[src/rtl/cache_arb_pkg.sv]
// Shared types and helpers for the three-way cache port arbiter.
package cache_arb_pkg;

    typedef enum logic {
        ARB_IDLE   = 1'b0,
        ARB_LOCKED = 1'b1
    } arb_state_t;

    localparam logic [1:0] REQ_A    = 2'd0;
    localparam logic [1:0] REQ_B    = 2'd1;
    localparam logic [1:0] REQ_C    = 2'd2;
    localparam logic [1:0] REQ_NONE = 2'd3;

    // Mod-3 increment; an illegal id of 3 folds back to A.
    function automatic logic [1:0] next_req(input logic [1:0] id);
        case (id)
            REQ_A:   next_req = REQ_B;
            REQ_B:   next_req = REQ_C;
            default: next_req = REQ_A;
        endcase
    endfunction

    // Strobe bit of requester id; id 3 selects nothing.
    function automatic logic sel3(input logic [2:0] vec, input logic [1:0] id);
        case (id)
            REQ_A:   sel3 = vec[0];
            REQ_B:   sel3 = vec[1];
            REQ_C:   sel3 = vec[2];
            default: sel3 = 1'b0;
        endcase
    endfunction

endpackage

[src/rtl/rr_pick3.sv]
// Combinational rotating-priority picker over three strobes.
module rr_pick3
    import cache_arb_pkg::*;
(
    input  logic [2:0] strobe,
    input  logic [1:0] prio,
    output logic       found,
    output logic [1:0] winner
);

    logic [1:0] idx;

    // Scan prio, prio+1, prio+2; a faulty prio of 3 starts the scan at A.
    always_comb begin
        found  = 1'b0;
        winner = REQ_NONE;
        idx    = (prio == REQ_NONE) ? REQ_A : prio;
        for (int i = 0; i < 3; i++) begin
            if (!found && sel3(strobe, idx)) begin
                found  = 1'b1;
                winner = idx;
            end
            idx = next_req(idx);
        end
    end

endmodule

[src/rtl/cache_arb_rr3.sv]
// Round-robin arbiter sharing one cache port among requesters A, B and C,
// with zero-latency pass-through on hits and lock-on-miss.
module cache_arb_rr3
    import cache_arb_pkg::*;
#(
    parameter int unsigned IDLE_ADDR_SEL = 0
) (
    input  logic        clk,
    input  logic        reset,

    input  logic [31:0] cache_a_address,
    input  logic        cache_a_strobe,
    input  logic [3:0]  cache_a_request,
    input  logic [1:0]  cache_a_size,
    input  logic [31:0] cache_a_wdata,
    output logic        cache_a_valid,

    input  logic [31:0] cache_b_address,
    input  logic        cache_b_strobe,
    input  logic [3:0]  cache_b_request,
    input  logic [1:0]  cache_b_size,
    input  logic [31:0] cache_b_wdata,
    output logic        cache_b_valid,

    input  logic [31:0] cache_c_address,
    input  logic        cache_c_strobe,
    input  logic [3:0]  cache_c_request,
    input  logic [1:0]  cache_c_size,
    input  logic [31:0] cache_c_wdata,
    output logic        cache_c_valid,

    output logic [31:0] cache_address,
    output logic        cache_strobe,
    output logic [3:0]  cache_request,
    output logic [1:0]  cache_size,
    output logic [31:0] cache_wdata,
    input  logic        cache_valid,

    output logic [1:0]  arb_owner,
    output logic        arb_locked
);

    localparam logic [1:0] IDLE_SEL = 2'(IDLE_ADDR_SEL);

    arb_state_t state, state_nx;
    logic [1:0] owner, owner_nx;
    logic [1:0] prio, prio_nx;
    logic [2:0] strobe_vec;
    logic       pick_found;
    logic [1:0] pick_winner;
    logic [1:0] cur_sel;
    logic       active;

    assign strobe_vec = {cache_c_strobe, cache_b_strobe, cache_a_strobe};

    rr_pick3 u_pick (
        .strobe (strobe_vec),
        .prio   (prio),
        .found  (pick_found),
        .winner (pick_winner)
    );

    // Who is muxed: the lock owner, else the idle winner; active means its strobe is live.
    always_comb begin
        cur_sel = REQ_NONE;
        active  = 1'b0;
        if (state == ARB_LOCKED) begin
            cur_sel = owner;
            active  = sel3(strobe_vec, owner);
        end else if (pick_found) begin
            cur_sel = pick_winner;
            active  = 1'b1;
        end
    end

    assign arb_owner  = cur_sel;
    assign arb_locked = (state == ARB_LOCKED);

    // Output mux; with no live strobe the idle address keeps tag lookups warm.
    always_comb begin
        cache_strobe  = 1'b0;
        cache_request = 4'd0;
        cache_size    = 2'd0;
        cache_wdata   = 32'd0;
        cache_a_valid = 1'b0;
        cache_b_valid = 1'b0;
        cache_c_valid = 1'b0;
        case (IDLE_SEL)
            REQ_B:   cache_address = cache_b_address;
            REQ_C:   cache_address = cache_c_address;
            default: cache_address = cache_a_address;
        endcase
        if (active) begin
            cache_strobe = 1'b1;
            case (cur_sel)
                REQ_A: begin
                    cache_address = cache_a_address;
                    cache_request = cache_a_request;
                    cache_size    = cache_a_size;
                    cache_wdata   = cache_a_wdata;
                    cache_a_valid = cache_valid;
                end
                REQ_B: begin
                    cache_address = cache_b_address;
                    cache_request = cache_b_request;
                    cache_size    = cache_b_size;
                    cache_wdata   = cache_b_wdata;
                    cache_b_valid = cache_valid;
                end
                REQ_C: begin
                    cache_address = cache_c_address;
                    cache_request = cache_c_request;
                    cache_size    = cache_c_size;
                    cache_wdata   = cache_c_wdata;
                    cache_c_valid = cache_valid;
                end
                default: cache_strobe = 1'b0;
            endcase
        end
    end

    // Next-state: hits rotate priority in place, misses lock, drops abandon.
    always_comb begin
        state_nx = state;
        owner_nx = owner;
        prio_nx  = prio;
        if (state == ARB_IDLE) begin
            if (pick_found) begin
                if (cache_valid) begin
                    prio_nx = next_req(pick_winner);
                end else begin
                    state_nx = ARB_LOCKED;
                    owner_nx = pick_winner;
                end
            end
        end else begin
            if (!active) begin
                state_nx = ARB_IDLE;
                owner_nx = REQ_NONE;
            end else if (cache_valid) begin
                state_nx = ARB_IDLE;
                owner_nx = REQ_NONE;
                prio_nx  = next_req(owner);
            end
        end
    end

    always_ff @(posedge clk or posedge reset) begin
        if (reset) begin
            state <= ARB_IDLE;
            owner <= REQ_NONE;
            prio  <= REQ_A;
        end else begin
            state <= state_nx;
            owner <= owner_nx;
            prio  <= prio_nx;
        end
    end

endmodule
[config.mk]
export PLATFORM = sky130hd
export DESIGN_NAME = cache_arb_rr3
export DESIGN_NICKNAME = d
export VERILOG_FILES = /design/src/rtl/cache_arb_pkg.sv /design/src/rtl/rr_pick3.sv /design/src/rtl/cache_arb_rr3.sv
export SDC_FILE = /design/constraint.sdc
export NUM_CORES = 1
export LEC_CHECK = 0
export BUFFER_PORTS_ARGS = -buffer_cell sky130_fd_sc_hd__clkbuf_2
export CORE_AREA = 2 2 112 114
export DETAILED_ROUTE_END_ITERATION = 8
export DIE_AREA = 0 0 114 116
export GPL_ROUTABILITY_DRIVEN = 0
export PLACE_DENSITY = 0.53
export SETUP_SLACK_MARGIN = 0.5
export SLEW_MARGIN = 10
export SYNTH_ARGS = -nofsm -noshare
export SYNTH_HDL_FRONTEND = slang
export SYNTH_SLANG_ARGS = --single-unit
export TNS_END_PERCENT = 30
[constraint.sdc]
create_clock -name clk -period 9.7 [get_ports clk]
set_input_delay 0.97 -clock clk [delete_from_list [all_inputs] [get_ports clk]]
set_output_delay 0.97 -clock clk [all_outputs]
set_load 0.1 [all_outputs]
# After elaboration in Yosys (flattened, before gate mapping)
# Index checks and enable logic that the tools add are counted.
# op_classes
eq_ne	15
mux	49
n_reduce_logical	14
# ops
cell	n
case mux 32 bit (3 select lines)	1
two-way mux 32 bit	2
case mux 32 bit (2 select lines)	1
two-way mux 2 bit	17
two-way mux 1 bit	17
case mux 2 bit (2 select lines)	4
equality test 2 x 1 -> 1 bit (second input constant)	6
equality test 2 bit (second input constant)	6
logical NOT 2 bit	6
case mux 1 bit (3 select lines)	4
case mux 4 bit (3 select lines)	1
case mux 2 bit (3 select lines)	1
AND reduction 3 bit	2
two-way mux 4 bit	1
!= test 2 x 1 -> 1 bit (second input constant)	2
!= test 3 bit (second input constant)	1
OR reduction 3 bit	1
logical AND 1 bit	2
logical NOT 1 bit	2
nonzero test 2 bit	1
# word_totals
reg_bits	5
out_inout_bits	77
elab_cells	81

# Longest topological paths before layout
# Gate-level depths: netlist (run 1).
# logic_depth
ltp_word	17
depth_mapped	15
ltp_nobuf	11

# By module
# Synthesis (run 1) repeated with hierarchy kept, for this count alone.
# unflattened
hier_cells	291
area_unflattened_um2	1974.4
# by_module_without_submodules
mod	instances	cells_per_inst	area_per_inst_um2	seq_area_each_um2
cache_arb_rr3	1	257	1735.4	127.6
rr_pick3	1	34	239.0	0.0

# Worst setup path before layout (run 1)
# OpenSTA, ideal clock, no wires.
# synth_path
kind	input to output
start	input port cache_b_strobe
end	output port cache_request[3]
t_arrival_ns	5.178
t_required_ns	8.730
path_slack_ns	3.552
stages	11
path_buffers	3
path_cell_list	a222oi_1 > o32a_1 > nand2_1 > buf_2 > o21a_1 > inv_1 > ha_1 > clkbuf_1 > clkbuf_1 > a222oi_1 > a21oi_1
# synth_between
elab_chain_cells	13
word_cells_on_any_way	23
# synth_lines
item	line	source
from (decl)	cache_arb_rr3.sv:19	input logic cache_b_strobe,
case mux 1 bit (3 select lines)	cache_arb_pkg.sv:25	case (id)
two-way mux 1 bit	rr_pick3.sv:19	if (!found && sel3(strobe, idx)) begin
logical NOT 1 bit	rr_pick3.sv:19	
logical AND 1 bit	rr_pick3.sv:19	
two-way mux 1 bit	rr_pick3.sv:19	
logical NOT 1 bit	rr_pick3.sv:19	
logical AND 1 bit	rr_pick3.sv:19	
two-way mux 2 bit or two-way mux 1 bit (tied branches)	rr_pick3.sv:19	
two-way mux 2 bit *	cache_arb_rr3.sv:70	end else if (pick_found) begin
two-way mux 2 bit *	cache_arb_rr3.sv:67	if (state == ARB_LOCKED) begin
named net arb_owner[0]	cache_arb_rr3.sv:39	output logic [1:0] arb_owner,
equality test 2 bit (tied with other cells)	cache_arb_rr3.sv:95	case (cur_sel)
case mux 4 bit (3 select lines) *	cache_arb_rr3.sv:95	
two-way mux 4 bit *	cache_arb_rr3.sv:93	if (active) begin
to (decl)	cache_arb_rr3.sv:34	output logic [3:0] cache_request,
# Mark *: on every way through the listed nets, which the timed path passes. The rest lies on a longest branch.

# Worst setup path after layout (run 1)
# layout_path
start	register prio[0]
end	output port cache_address[0]
# layout_between
elab_chain_cells	16
word_cells_on_any_way	34
# layout_lines
item	line	source
from (decl)	cache_arb_rr3.sv:47	logic [1:0] prio, prio_nx;
from (signal assigned)	cache_arb_rr3.sv:156	prio <= prio_nx;
equality test 2 bit	rr_pick3.sv:17	idx = (prio == REQ_NONE) ? REQ_A : prio;
two-way mux 2 bit *	rr_pick3.sv:17	
branches (longest 13 deep; another with case mux 32 bit (2 select lines))	-	
two-way mux 32 bit *	cache_arb_rr3.sv:93	
to (decl)	cache_arb_rr3.sv:32	output logic [31:0] cache_address,
# Mark *: on every way between the ends.

==> impl_metrics.toml, run 1 <==
[worst_setup_path]
worst_setup_ep_type = "output port"
required_time_of_the_critical_path_ns = 8.73
critical_path_arrival_ns = 4.80
critical_path.startpoint_type = "register"
criticalPathCategory = "register to output port"
regToRegEndpoint = "prio[1]"
worst_setup_path_endpoint = "cache_address[0]"
reg2reg_depth = 8
largest_fanout_of_any_net_on_the_critical_path = 43
worstSetupStartpoint = "prio[0]"
regToRegStartpoint = "prio[0]"
reg2reg_setup_slack_ns = 6.91

[cts]
clock_sinks = 5
cts_hold_buf = 0
cts_tree = "yes"
cts.repair.resized = 0
cts_inserted_buffers = 3
cts_max_level = 1
cts-root-buf = "sky130_fd_sc_hd__clkbuf_16"
clkLatencyLatePin_ns = 0.22
cts_buffer_depth = 2
post_cts.repair.setup_buffers = 0
clk_pin_slew_ns = 0.03

[yosys]
postSynthAreaPerCell_sq_um = 8.24
synth_xor_xnor_area_share = 0
muxShareOfSynthArea = 0.218
synthAdderAreaFrac = 0.0371
synthCells = 287
netlist_area_before_placement_sq_um = 2360
number_of_synthesized_flops_with_an_enable_pin = 0
synth_top_flop_cell = "sky130_fd_sc_hd__dfrtp_1"
ys_ff_latch = 5
synth_sequential_area_ratio = 0.0540
yosys.area_share.simple = 0.154
synthArstFlopShare = 1.00
synth_compound_gate_area_share = 0.434
synth-warning-count = 0
syn-num-nets = 510
synth.distinct_cells = 42
largest_family_of_logic_cells_by_synthesized_area = "compound AO/OA/AOI/OAI gates"

[sta]
rsz_0062_raised_after_global_routing = "false"
totalNegativeSetupSlack_ns = 0
timing_max_transition_violations_final = 0
fin_crit_ns = 5.77
setup_ws_ns = 3.93
max-slew-margin-rel = 0.209
final_min_period_over_clock_period = 0.595
worst_hold_slack_ns = 0.505
fmax_mhz = 173
worst_slew_pin_slew_ns = 1.18
timing.final.setup_violations = 0
final.setup_skew_ns = 0.000439
report.final.hold_viol_count = 0

[placed_design]
buffer_ports.inserted = 292
pre_cts_slack_ns = 3.90
dp_hpwl_mm = 10.0

[detailed_routing]
drt_drc_violations_left = 0
firstDrtPassIters = 7
route.detailed.wl_per_inst_microns = 17.6
route.vias.total = 3617
antenna_violating_nets_post_route = 0
initialDrtViolationCount = 303
wl_mm = 12.3
viasPerCell = 5.17

[final_layout]
num-fill-cells = 1274
drive_above_1_share = 0.628
post-route-util = 0.329
area_growth_pct = 65.8
number_of_nets_in_the_layout = 775

[hold_path]
hold_path_class = "register to register"

[global_routing]
grt-ovfl-total = 0
grt_pass1_wl_mm = 17.1
grt_antenna_before_repair = 2
grt_start_max_net_pins = 55
gr-usage-all-layers = 0.160
grt_pass1_vias = 3416

[floorplan]
placement_rows = 40
ioPinCount = 293
chipWidth_microns = 114
core_area_sq_um = 11900
die_area_sq_um = 13200
die_height_microns = 116
initial_core_util = 0.198

[flow_run]
maxCapViolations = 0

[status]
run_status = "finished clean"
## cell usage in the layout, fill, tap and decap left out, drive strengths merged, types with 3 or more instances in the layout
| cell type | netlist | routed |
|---|---|---|
| mux2 | 33 | 33 |
| a222oi | 39 | 39 |
| a22oi | 3 | 3 |
| dfrtp | 3 | 3 |
| buf | 15 | 5 |
| nand3 | 39 | 39 |
| clkbuf | 22 | 296 |
| ha | 7 | 7 |
| inv | 8 | 8 |
| mux2i | 3 | 3 |
| nand2 | 6 | 6 |
| a21oi | 41 | 41 |
| a22o | 32 | 32 |
| nor2 | 7 | 7 |
## per-stage QoR
stage               instance area [sq um]  instances
CTS                                  3920        698
global route                         3920        698
global placement                     3840        694
detailed placement                   3840        694
floorplan                            2360        287
finish                               3920        699
## flip-flops by register name (all words and copies together), names as in the netlist
| name | flops |
|---|---|
| arb_locked | 1 |
| owner | 2 |
| prio | 2 |
## cell type report
cell class | instances | area, sq um | share of cell area
tap | 147 | 184 | 0.0469
antenna | 1 | 2.50 | 0.000639
timing repair buffer | 297 | 1500 | 0.383
sequential | 5 | 128 | 0.0326
clock buffer | 4 | 78.8 | 0.0201
inverter | 8 | 30.0 | 0.00766
multi-input combinational | 237 | 2000 | 0.510
## critical path, cell delays in order (launching register included)
cell and delay (ns):
sky130_fd_sc_hd__dfrtp_1 0.36, sky130_fd_sc_hd__inv_1 0.09, sky130_fd_sc_hd__ha_1 0.41, sky130_fd_sc_hd__a222oi_1 0.61, sky130_fd_sc_hd__o221ai_1 0.30, sky130_fd_sc_hd__a21oi_4 0.19, sky130_fd_sc_hd__buf_4 0.42, sky130_fd_sc_hd__nor2_1 0.16
sky130_fd_sc_hd__ha_2 0.31, sky130_fd_sc_hd__nor2_4 0.90, sky130_fd_sc_hd__mux2_2 0.42, sky130_fd_sc_hd__clkbuf_2 0.37
## cell families (layout without fill, tap and decap cells)
logic type,count (synthesis),count (layout)
compound gates,128,128
fa+ha+maj,7,7
buf+inv,45,309
flops,5,5
mux,36,36
other cells,0,1
simple gates,66,66
## layer usage
layer | part of all wire | vias to the layer above | GRT usage
met2 | 0.48 | 249 | 0.288
met3 | 0.11 | 14 | 0.0345
li1 | - | 1723 | -
met1 | 0.40 | 1629 | 0.198
met4 | 0.0099 | 2 | 0.0317
met5 | 0.0011 | - | 0
## worst min path at each step
| stage | startpoint | end | cells after the start |
|---|---|---|---|
| 2_1_floorplan | owner[1] | owner[1] | 2 |
| 3_3_place_gp | owner[1] | owner[1] | 2 |
| 3_5_place_dp | owner[1] | owner[1] | 2 |
| 4_1_cts | owner[1] | owner[1] | 2 |
| 5_1_grt | owner[1] | owner[1] | 2 |
| 6_report | owner[1] | owner[1] | 2 |
## cells in the mapped netlist (all sizes together), types with 2 or more instances
cell	number	area [sq um]
clkbuf	22	82.6
nand3	39	195
nand3b	2	27.5
nor2	7	33.8
nor2b	2	12.5
dfrtp	3	75.1
a22oi	3	22.5
o21a	2	15.0
and3b	2	17.5
a21oi	41	216
a22o	32	280
mux2i	3	30.0
ha	7	87.6
and2	2	12.5
inv	8	30.0
o21ai	2	21.3
a222oi	39	390
mux2	33	484
nand2	6	22.5
or2	2	12.5
dfstp	2	52.6
buf	15	134
Power of run 1 is not shown: default switching activity piles up to over one toggle a cycle in this logic, so the estimate is an artifact.
==> run 2: changes to the inputs <==
--- a/config.mk
+++ b/config.mk
@@ -6,11 +6,11 @@
 export NUM_CORES = 1
 export LEC_CHECK = 0
 export BUFFER_PORTS_ARGS = -buffer_cell sky130_fd_sc_hd__clkbuf_2
-export CORE_AREA = 2 2 112 114
+export CORE_AREA = 2 2 113 115
 export DETAILED_ROUTE_END_ITERATION = 8
-export DIE_AREA = 0 0 114 116
+export DIE_AREA = 0 0 115 117
 export GPL_ROUTABILITY_DRIVEN = 0
-export PLACE_DENSITY = 0.53
+export PLACE_DENSITY = 0.54
 export SETUP_SLACK_MARGIN = 0.5
 export SLEW_MARGIN = 10
 export SYNTH_ARGS = -nofsm -noshare
==> constraint.sdc (replaced) <==
create_clock -name clk -period 4.8 [get_ports clk]
set_input_delay 0.48 -clock clk [delete_from_list [all_inputs] [get_ports clk]]
set_output_delay 0.48 -clock clk [all_outputs]
set_load 0.1 [all_outputs]
==> impl_metrics.toml, run 2 (synthesis gave the netlist of run 1 again) <==
[global_routing]
gr-usage-all-layers = 0.174
grt_pass1_wl_mm = 18.8
grt_pass1_vias = 3655
grt-ovfl-total = 0
grt_antenna_before_repair = 1
grt_start_max_net_pins = 43

[placed_design]
place_area_sq_um = 5430
pre_cts_slack_ns = 0.437
buffer_ports.inserted = 292
dp_hpwl_mm = 10.6

[sta]
max-slew-margin-rel = 0.351
final_min_period_over_clock_period = 0.854
totalNegativeSetupSlack_ns = 0
worst_slew_pin_slew_ns = 0.972
timing.final.setup_violations = 0
setup_ws_ns = 0.700
timing_max_transition_violations_final = 0
fin_crit_ns = 4.10
report.final.hold_viol_count = 0
rsz_0062_raised_after_global_routing = "true"
final.setup_skew_ns = 0.000455
fmax_mhz = 244

[floorplan]
chipWidth_microns = 115
core_area_sq_um = 12300
initial_core_util = 0.192
placement_rows = 41
die_height_microns = 117
die_area_sq_um = 13500
ioPinCount = 293

[detailed_routing]
route.vias.total = 3739
firstDrtPassIters = 9
drt_drc_violations_left = 0
wl_mm = 13.0
route.detailed.wl_per_inst_microns = 18.4
initialDrtViolationCount = 335
antenna_violating_nets_post_route = 0
viasPerCell = 5.28

[cts]
cts_tree = "yes"
clk_pin_slew_ns = 0.03
cts-root-buf = "sky130_fd_sc_hd__clkbuf_16"
cts_max_level = 1
clock_sinks = 5
cts_inserted_buffers = 3
cts_buffer_depth = 2
clkLatencyLatePin_ns = 0.23

[final_layout]
drive_above_1_share = 0.711
finalInstanceArea_sq_um = 5540
post-route-util = 0.450
commonest_non_fill_non_tap_cell_in_the_layout = "sky130_fd_sc_hd__clkbuf_2"
num-fill-cells = 1166
number_of_nets_in_the_layout = 781
mostFrequentLayoutCells = "sky130_fd_sc_hd__clkbuf_2, sky130_fd_sc_hd__buf_12, sky130_fd_sc_hd__a222oi_1, sky130_fd_sc_hd__a21oi_4, sky130_fd_sc_hd__nand3_1"
area_growth_pct = 134

[status]
run_status = "finished clean"

[worst_setup_path]
family_with_the_most_delay_on_the_worst_path = "compound AO/OA/AOI/OAI gates"
critical_path_arrival_ns = 3.62
required_time_of_the_critical_path_ns = 4.32
critical_path.startpoint_type = "register"
regToRegStartpoint = "prio[0]"
slowest_delay_ns = 0.48
worst_setup_ep_type = "output port"
worstSetupStartpoint = "prio[0]"
cp_cell_sequence = "inv_1, ha_2, a22oi_1, o22a_1, o32a_1, nand2_1, o21a_1, clkinvlp_4, ha_2, or2_4, buf_4, clkinvlp_4, buf_12"
cp_num_buf_inv = 5
critical_path.slowest_cell = "sky130_fd_sc_hd__or2_4"
largest_fanout_of_any_net_on_the_critical_path = 17
criticalPathCategory = "register to output port"

[flow_run]
maxCapViolations = 0

[hold_path]
hold_path_class = "primary input to async pin"
[run 2: stage by stage]
step	instances	hold slack, ns
2_1_floorplan	287	0.257
3_3_place_gp	701	0.357
3_5_place_dp	701	0.368
4_1_cts	707	0.133
5_1_grt	707	0.141
6_report	708	0.127
[run 2: worst reg2reg max path: cells and delay by family (launching register included)]
kind	cells	cell delay (ns)
AOI/OAI and AO/OA	4	0.96
adders and majority gates	1	0.34
buffers and inverters	2	0.54
DFF	1	0.39
muxes	1	0.18
and+or+nand+nor	1	0.19
[run 2: metal layers]
layer  GRT usage  part of all wire  up-vias
met2       0.335              0.51      234
li1            -                 -     1739
met3      0.0536              0.11       14
met4      0.0177             0.011        0
met5           0                 0        -
met1       0.194              0.37     1752
[run 2: area by class of cell]
cell class              instances  area (sq um)  share of cell area
clock buffers                   4          78.8              0.0142
flip-flops and latches          5           128              0.0230
diodes                          1          2.50            0.000452
multi-input cells             238          2460               0.444
well taps                     150           188              0.0339
repair buffers                302          2650               0.477
inverters                       8          37.5             0.00677
[run 2: path summary, 6_finish.rpt]
check | end | slack, ns | cells after the start
setup / recovery | cache_strobe | 0.70 | 13
hold / removal | prio[1] | 0.13 | 2
setup reg to reg | prio[0] | 2.12 | 9
hold reg to reg | owner[1] | 0.49 | 2
max in group asynchronous | owner[0] | 4.43 | 2
min in group clk | arb_locked | 0.47 | 2
[run 2: repair_timing]
item | in CTS | in global routing
hold buffers | 0 | 0
pin swaps | 1 | 0
cloned | 1 | 0
buffers inserted | 1 | 0
resized for setup | 0 | 3
endpoints found under the setup margin | 27 | 68
Power of run 2 is left out for the same reason.
==> run 3: changes to the inputs <==
--- a/config.mk
+++ b/config.mk
@@ -10,7 +10,7 @@
 export DETAILED_ROUTE_END_ITERATION = 8
 export DIE_AREA = 0 0 115 117
 export GPL_ROUTABILITY_DRIVEN = 0
-export PLACE_DENSITY = 0.54
+export PLACE_DENSITY = 0.57
 export SETUP_SLACK_MARGIN = 0.5
 export SLEW_MARGIN = 10
 export SYNTH_ARGS = -nofsm -noshare
==> impl_metrics.toml, run 3 (synthesis gave the netlist of run 1 again) <==
[status]
run_status = "finished clean"

[worst_setup_path]
criticalPathCategory = "register to output port"
worst_setup_ep_type = "output port"
critical_path.startpoint_type = "register"
cp_num_buf_inv = 4
slowest_delay_ns = 0.44
required_time_of_the_critical_path_ns = 4.32
family_with_the_most_delay_on_the_worst_path = "compound AO/OA/AOI/OAI gates"
cp_cell_sequence = "inv_1, ha_2, a22oi_1, o22a_1, o32a_1, nand2_1, o21a_1, clkinvlp_4, ha_4, buf_8, a222oi_1, a21oi_4, buf_12"
worstSetupStartpoint = "prio[0]"
critical_path_arrival_ns = 3.57
critical_path.slowest_cell = "sky130_fd_sc_hd__a222oi_1"
regToRegStartpoint = "prio[0]"
largest_fanout_of_any_net_on_the_critical_path = 43

[detailed_routing]
viasPerCell = 5.33
wl_mm = 13.6
antenna_violating_nets_post_route = 0
firstDrtPassIters = 7
route.detailed.wl_per_inst_microns = 19.3
route.vias.total = 3764
drt_drc_violations_left = 0
initialDrtViolationCount = 322

[sta]
final_min_period_over_clock_period = 0.845
totalNegativeSetupSlack_ns = 0
timing.final.setup_violations = 0
worst_slew_pin_slew_ns = 0.978
max-slew-margin-rel = 0.347
final.setup_skew_ns = 0.00322
fin_crit_ns = 4.05
fmax_mhz = 247
rsz_0062_raised_after_global_routing = "false"
report.final.hold_viol_count = 0
timing_max_transition_violations_final = 0

[cts]
cts_inserted_buffers = 3
clkLatencyLatePin_ns = 0.23
clk_pin_slew_ns = 0.04
cts-root-buf = "sky130_fd_sc_hd__clkbuf_16"
cts_max_level = 1
cts_tree = "yes"
cts_buffer_depth = 2
cts_hold_buf = 0
clock_sinks = 5

[final_layout]
antenna-diode-count = 0
commonest_non_fill_non_tap_cell_in_the_layout = "sky130_fd_sc_hd__clkbuf_2"
drive_above_1_share = 0.714
area_growth_pct = 135
number_of_nets_in_the_layout = 780
mostFrequentLayoutCells = "sky130_fd_sc_hd__clkbuf_2, sky130_fd_sc_hd__buf_12, sky130_fd_sc_hd__a222oi_1, sky130_fd_sc_hd__a21oi_4, sky130_fd_sc_hd__nand3_1"

[global_routing]
grt_pass1_vias = 3700
grt_antenna_before_repair = 0
grt-ovfl-total = 0
gr-usage-all-layers = 0.180
grt_start_max_net_pins = 72
grt_pass1_wl_mm = 19.6

[floorplan]
core_area_sq_um = 12300
initial_core_util = 0.192
placement_rows = 41
ioPinCount = 293
die_area_sq_um = 13500
die_height_microns = 117
chipWidth_microns = 115

[placed_design]
buffer_ports.inserted = 292
dp_hpwl_mm = 10.6

[flow_run]
maxCapViolations = 0

[hold_path]
hold_path_class = "primary input to async pin"
-- run 3: changes by cell type in the layout (fill, tap and decap cells not counted) --
cell,previous run,this run
sky130_fd_sc_hd__buf_4,9,5
sky130_fd_sc_hd__buf_6,0,2
sky130_fd_sc_hd__buf_8,0,1
sky130_fd_sc_hd__diode_2,1,0
sky130_fd_sc_hd__nor2_1,6,5
sky130_fd_sc_hd__nor2_2,0,1
sky130_fd_sc_hd__o221ai_1,1,0
sky130_fd_sc_hd__o221ai_2,0,1
sky130_fd_sc_hd__or2_2,1,2
sky130_fd_sc_hd__or2_4,2,1
-- run 3: path summary, 6_finish.rpt --
kind | end | cells past startpoint | slack, ns
max in group asynchronous | owner[1] | 2 | 4.41
hold reg to reg | owner[1] | 2 | 0.50
min in group clk | arb_locked | 2 | 0.46
setup reg to reg | prio[0] | 9 | 2.09
hold / removal | arb_locked | 2 | 0.14
setup / recovery | cache_wdata[3] | 13 | 0.75
-- run 3: area by class of cell --
type,instances,area (sq um)
clock buffers,4,78.8
repair buffers,301,2650
flip-flops and latches,5,128
fillers,1197,6760
inverters,8,37.5
well taps,150,188
multi-input cells,238,2470
-- run 3: metal layers --
| metal | global-route usage | vias up | wire length [microns] |
|---|---|---|---|
| met3 | 0.0340 | 2 | 1270 |
| met1 | 0.226 | 1790 | 5240 |
| met4 | 0.0129 | 0 | 21 |
| li1 | - | 1736 | - |
| met5 | 0 | - | 0 |
| met2 | 0.333 | 236 | 7100 |
-- run 3: stage by stage --
stage	hold slack [ns]	util	cell area [sq um]	worst slack, ns	cells
after CTS	0.142	0.449	5530	0.546	705
after global placement	0.360	0.440	5420	0.610	699
final	0.138	0.451	5550	0.746	706
after global routing	0.158	0.451	5550	0.556	706
after floorplan	0.257	-	2820	0.284	287
after detailed placement	0.378	0.440	5420	0.392	699
-- run 3: what timing repair did --
item | in CTS | in global routing
gates cloned | 1 | 0
gates resized for setup | 3 | 4
setup endpoints to repair | 51 | 45
setup buffers | 1 | 1
pin swaps | 1 | 4
Power of run 3 is left out for the same reason.
